==> src/rtl/soin_arb_pkg.sv <==
// Shared types and default parameters for the IF/LS memory port arbiter.
package soin_arb_pkg;

  localparam int DEF_MEM_LAT  = 1;
  localparam int DEF_MAX_WAIT = 4;

  typedef enum logic {
    OWN_IF = 1'b0,
    OWN_LS = 1'b1
  } owner_e;

  typedef struct packed {
    logic   valid;
    owner_e owner;
  } owner_slot_t;

endpackage

==> src/rtl/arb_owner_pipe.sv <==
// MEM_LAT-deep shift register tracking which requester owns each in-flight read.
module arb_owner_pipe
  import soin_arb_pkg::*;
#(
  parameter int MEM_LAT = DEF_MEM_LAT
) (
  input  logic        i_clk,
  input  logic        i_rst,
  input  owner_slot_t i_slot,
  output owner_slot_t o_slot
);

  owner_slot_t [MEM_LAT-1:0] slot_q;
  owner_slot_t [MEM_LAT-1:0] slot_d;

  always_comb begin
    slot_d    = slot_q;
    slot_d[0] = i_slot;
    for (int i = 1; i < MEM_LAT; i++) begin
      slot_d[i] = slot_q[i-1];
    end
  end

  always_ff @(posedge i_clk or posedge i_rst) begin
    if (i_rst) begin
      slot_q <= '0;
    end else begin
      slot_q <= slot_d;
    end
  end

  assign o_slot = slot_q[MEM_LAT-1];

endmodule

==> src/rtl/mem_port_arbiter.sv <==
// Shares one pipelined memory port between instruction fetch and load/store.
// Define ARB_ROUND_ROBIN_EN for round-robin arbitration instead of LS priority with starvation guard.
module mem_port_arbiter
  import soin_arb_pkg::*;
#(
  parameter int ADDR_W   = 32,
  parameter int DATA_W   = 32,
  parameter int MEM_LAT  = DEF_MEM_LAT,
  parameter int MAX_WAIT = DEF_MAX_WAIT
) (
  input  logic                i_clk,
  input  logic                i_rst,
  input  logic                i_if_req,
  input  logic [ADDR_W-1:0]   i_if_addr,
  output logic                o_if_gnt,
  output logic                o_if_rvalid,
  output logic [DATA_W-1:0]   o_if_rdata,
  input  logic                i_ls_req,
  input  logic                i_ls_we,
  input  logic [DATA_W/8-1:0] i_ls_be,
  input  logic [ADDR_W-1:0]   i_ls_addr,
  input  logic [DATA_W-1:0]   i_ls_wdata,
  output logic                o_ls_gnt,
  output logic                o_ls_rvalid,
  output logic [DATA_W-1:0]   o_ls_rdata,
  output logic                o_mem_req,
  output logic                o_mem_we,
  output logic [DATA_W/8-1:0] o_mem_be,
  output logic [ADDR_W-1:0]   o_mem_addr,
  output logic [DATA_W-1:0]   o_mem_wdata,
  input  logic [DATA_W-1:0]   i_mem_rdata
);

  logic        if_win;
  logic        ls_win;
  logic        if_prio;
  owner_slot_t slot_in;
  owner_slot_t slot_out;

`ifdef ARB_ROUND_ROBIN_EN
  owner_e last_q;
  owner_e last_d;

  assign if_prio = (last_q == OWN_LS);

  always_comb begin
    last_d = last_q;
    if (if_win) begin
      last_d = OWN_IF;
    end else if (ls_win) begin
      last_d = OWN_LS;
    end
  end

  always_ff @(posedge i_clk or posedge i_rst) begin
    if (i_rst) begin
      last_q <= OWN_IF;
    end else begin
      last_q <= last_d;
    end
  end
`else
  localparam int SW = (MAX_WAIT < 1) ? 1 : $clog2(MAX_WAIT + 1);
  localparam logic [SW-1:0] STARVE_MAX = SW'(MAX_WAIT);

  logic [SW-1:0] starve_q;
  logic [SW-1:0] starve_d;

  assign if_prio = (starve_q == STARVE_MAX);

  always_comb begin
    starve_d = starve_q;
    if (!i_if_req || if_win) begin
      starve_d = '0;
    end else if (starve_q != STARVE_MAX) begin
      starve_d = starve_q + 1'b1;
    end
  end

  always_ff @(posedge i_clk or posedge i_rst) begin
    if (i_rst) begin
      starve_q <= '0;
    end else begin
      starve_q <= starve_d;
    end
  end
`endif

  // Grants are masked while reset is held so nothing reaches the memory.
  assign if_win = !i_rst && i_if_req && (!i_ls_req || if_prio);
  assign ls_win = !i_rst && i_ls_req && !if_win;

  assign o_if_gnt = if_win;
  assign o_ls_gnt = ls_win;

  always_comb begin
    o_mem_req   = 1'b0;
    o_mem_we    = 1'b0;
    o_mem_be    = '0;
    o_mem_addr  = '0;
    o_mem_wdata = '0;
    if (if_win) begin
      o_mem_req  = 1'b1;
      o_mem_be   = '1;
      o_mem_addr = i_if_addr;
    end else if (ls_win) begin
      o_mem_req   = 1'b1;
      o_mem_we    = i_ls_we;
      o_mem_be    = i_ls_be;
      o_mem_addr  = i_ls_addr;
      o_mem_wdata = i_ls_wdata;
    end
  end

  always_comb begin
    slot_in.valid = if_win || (ls_win && !i_ls_we);
    slot_in.owner = ls_win ? OWN_LS : OWN_IF;
  end

  arb_owner_pipe #(
    .MEM_LAT (MEM_LAT)
  ) u_owner_pipe (
    .i_clk  (i_clk),
    .i_rst  (i_rst),
    .i_slot (slot_in),
    .o_slot (slot_out)
  );

  assign o_if_rvalid = slot_out.valid && (slot_out.owner == OWN_IF);
  assign o_ls_rvalid = slot_out.valid && (slot_out.owner == OWN_LS);
  assign o_if_rdata  = i_mem_rdata;
  assign o_ls_rdata  = i_mem_rdata;

endmodule

==> config.mk <==
export PLATFORM = sky130hd
export DESIGN_NAME = mem_port_arbiter
export DESIGN_NICKNAME = d
export VERILOG_FILES = /design/src/rtl/soin_arb_pkg.sv /design/src/rtl/arb_owner_pipe.sv /design/src/rtl/mem_port_arbiter.sv
export SDC_FILE = /design/constraint.sdc
export NUM_CORES = 1
export LEC_CHECK = 0
export BUFFER_PORTS_ARGS = -buffer_cell sky130_fd_sc_hd__buf_4
export CAP_MARGIN = 0
export CORE_AREA = 2 2 106 108
export DETAILED_ROUTE_END_ITERATION = 8
export DIE_AREA = 0 0 108 110
export GPL_ROUTABILITY_DRIVEN = 0
export HOLD_SLACK_MARGIN = 0.03
export PLACE_DENSITY = 0.5
export SKIP_LAST_GASP = 1
export SLEW_MARGIN = 20
export SYNTH_ARGS = -nofsm -noshare
export SYNTH_HDL_FRONTEND = slang
export SYNTH_SLANG_ARGS = --single-unit
==> constraint.sdc <==
create_clock -name i_clk -period 2.1 [get_ports i_clk]
set_clock_uncertainty 0.2 [all_clocks]
set_input_delay 0.525 -clock i_clk [delete_from_list [all_inputs] [get_ports i_clk]]
set_output_delay 0.525 -clock i_clk [all_outputs]
set_load 0.1 [all_outputs]
==> impl_metrics.py <==
metrics = {
    "status": {
        "status": "finished, violations left",
        "failed_checks": "negative setup slack",
    },
    "cts": {
        "clk_pin_slew_ns": 0.04,
        "clk_path_buf_depth": 2,
        "cts_made_buffers": 3,
        "cts.htree.levels": 1,
        "cts-root-buf": "clkbuf_8",
        "cts_tree": "yes",
        "clk_latency_ns": 0.22,
        "cts.sinks": 5,
    },
    "sta": {
        "whs_ns": 0.208,
        "rsz0062_at_grt": "true",
        "fin_crit_sh_pct": 121,
        "fmax_mhz": 394,
        "worstMarginPinSlew_ns": 0.453,
        "setup_viol": 71,
        "hold_viol_final": 0,
        "slew_viol_final": 0,
        "post-route-min-period_ns": 2.54,
        "relSlewSlack_pct": 69.8,
        "worst_slack_ns": -0.439,
    },
    "global_route": {
        "grt_pass1_vias": 1924,
        "antenna_found_initial": 0,
        "grt_max_degree": 24,
        "grt_pass1_wl_mm": 9.26,
        "grt_usage_pct": 9.86,
        "gr-total-overflow": 0,
    },
    "drt": {
        "vias_per_cell": 3.92,
        "ant_nets": 0,
        "num_vias": 1805,
        "drt_iter0_markers": 37,
        "routed_wirelength_mm": 7.32,
        "dr.pass1.iters": 4,
        "post_drt_wl_per_cell_um": 15.9,
        "drc": 0,
    },
    "yosys": {
        "synth_edf_count": 0,
        "yosysSeqAreaShare_pct": 8.89,
        "synth.avg_cell_area_um2": 7.91,
        "synth_seq_cells": 5,
        "async_flop_share_pct": 100,
        "synth_compound_area_share_pct": 26.6,
        "ys.flop_type": "dfrtp_1",
        "yosys_warnings": 0,
        "synthSimpleGateAreaFrac_pct": 20.0,
        "yosysUniqueCellTypes": 23,
        "netlist_instances": 178,
        "synth_fa_ha_area_share_pct": 1.78,
        "muxShareOfSynthArea_pct": 0,
        "synth_xor_xnor_area_share_pct": 0,
        "synth_top_family_by_area": "buffers and inverters",
        "postSynthNetCount": 317,
        "syn_area_um2": 1410,
    },
    "final_layout": {
        "final_util_pct": 39.2,
        "regArea_um2": 125,
        "fillers": 983,
        "drive_gt1_share_pct": 92.8,
        "multi_input_area_um2": 1070,
        "finalInstanceArea_um2": 4190,
        "diodes": 0,
        "syn2layout_area_growth_pct": 198,
        "final_cell_mix": "buf_4, buf_12, and2_4",
        "layout_commonest_cell": "buf_4",
        "nets": 460,
    },
    "power_and_ir_drop": {
        "power_mw": 1.64,
        "peakVddDrop_mv": 0.194,
        "power_density_nw_per_um2": 392,
        "leakagePower_nw": 2.00,
    },
    "floorplan": {
        "die_x_um": 108,
        "start_util_pct": 13.2,
        "ioPinCount": 275,
        "core.rowCount": 38,
        "die-area_um2": 11900,
        "core_area_um2": 10700,
        "die-height_um": 110,
    },
    "worst_hold_path": {
        "hp-class": "in -> async",
    },
    "run": {
        "cap_violations": 0,
    },
    "critical_path": {
        "worstPathRequired_ns": 1.37,
        "cp.arrival_ns": 1.81,
        "path_class": "reg -> out",
        "startpoint_type": "register",
        "worstSetupEndpointType": "output pin",
        "path_max_fanout": 5,
    },
    "placement": {
        "dpl_cell_area_um2": 2820,
        "io_buffers": 178,
        "dp_hpwl_mm": 4.36,
    },
}
[path summary, 6_finish.rpt]
| check | start | end | slack, ns | cells after the start |
|---|---|---|---|---|
| min in group i_clk | i_ls_we | u_owner_pipe.o_slot[1]$_DFF_PP0_ | 0.32 | 2 |
| hold / removal | i_rst | starve_q[0]$_DFFE_PP0P_ | 0.21 | 3 |
| max in group asynchronous | i_rst | u_owner_pipe.o_slot[0]$_DFF_PP0_ | 1.31 | 3 |
| setup reg to reg | starve_q[0]$_DFFE_PP0P_ | u_owner_pipe.o_slot[0]$_DFF_PP0_ | 0.32 | 9 |
| hold reg to reg | starve_q[1]$_DFFE_PP0P_ | starve_q[1]$_DFFE_PP0P_ | 0.46 | 3 |
| setup / recovery | starve_q[0]$_DFFE_PP0P_ | o_mem_addr[8] | -0.44 | 9 |
[kinds of logic (layout without fill, tap and decap cells)]
| kind of cell | Yosys count | count (layout) |
|---|---|---|
| compound gates | 45 | 45 |
| fa+ha+maj | 2 | 2 |
| buf+inv | 80 | 222 |
| flops | 5 | 5 |
| simple gates | 46 | 46 |
[cells in the mapped netlist (2+ instances only)]
library cell | n | area (um2)
buf_4 | 65 | 488
and2_1 | 35 | 219
a22o_1 | 32 | 280
buf_6 | 7 | 78.8
dfrtp_1 | 5 | 125
a21o_1 | 4 | 30.0
buf_2 | 4 | 20.0
a21oi_1 | 3 | 15.0
inv_1 | 3 | 11.3
nor2_1 | 3 | 11.3
ha_1 | 2 | 25.0
nand3_1 | 2 | 10.0
nor2b_1 | 2 | 12.5
o211ai_1 | 2 | 15.0
[worst max-delay path, cell delays in order (launching register included)]
cell	delay (ns)
dfrtp_1	0.38
inv_2	0.08
ha_4	0.15
nand2_4	0.06
a211oi_4	0.23
buf_6	0.16
buf_12	0.12
buf_16	0.12
a22o_4	0.14
buf_12	0.16
[layout make-up]
type                    count  share of cell area [%]
multi-input cells          93                    25.6
clock buffers               4                    1.07
well taps                 140                    4.18
flip-flops and latches      5                    2.99
repair buffers            214                    65.8
inverters                   4                   0.358
[power by group]
group	internal, mW	total (mW)	switching, mW	leakage, nW
clock	0.130	0.179	0.0485	0.0228
sequential	0.103	0.107	0.00378	0.0660
combinational	0.593	1.36	0.764	1.91
total	0.826	1.64	0.816	2.00
[through the flow]
step	worst slack, ns	std cells	TNS (ns)
after floorplan	-0.235	178	-12.56
after global placement	-0.340	432	-21.64
after detailed placement	-0.359	432	-22.80
after CTS	-0.494	447	-31.14
after global routing	-0.529	460	-33.40
final	-0.439	460	-27.20
[state kept, by name (all words and copies together), names as in the netlist]
signal               cells
u_owner_pipe.o_slot      2
starve_q                 3
[layer usage]
| metal | GRT usage, % | wire [um] |
|---|---|---|
| met4 | 3.57 | 174 |
| met3 | 3.17 | 666 |
| met1 | 9.96 | 2420 |
| met2 | 18.9 | 4050 |
| met5 | 0 | 0 |
[repair_timing]
item	CTS	global route
gates resized for setup	219	8
setup buffers	7	4
hold buffers	0	0
endpoints found under the setup margin	71	71
gates cloned	4	9
pin swaps	4	11
Note: power is estimated with default switching activity, not from simulation.
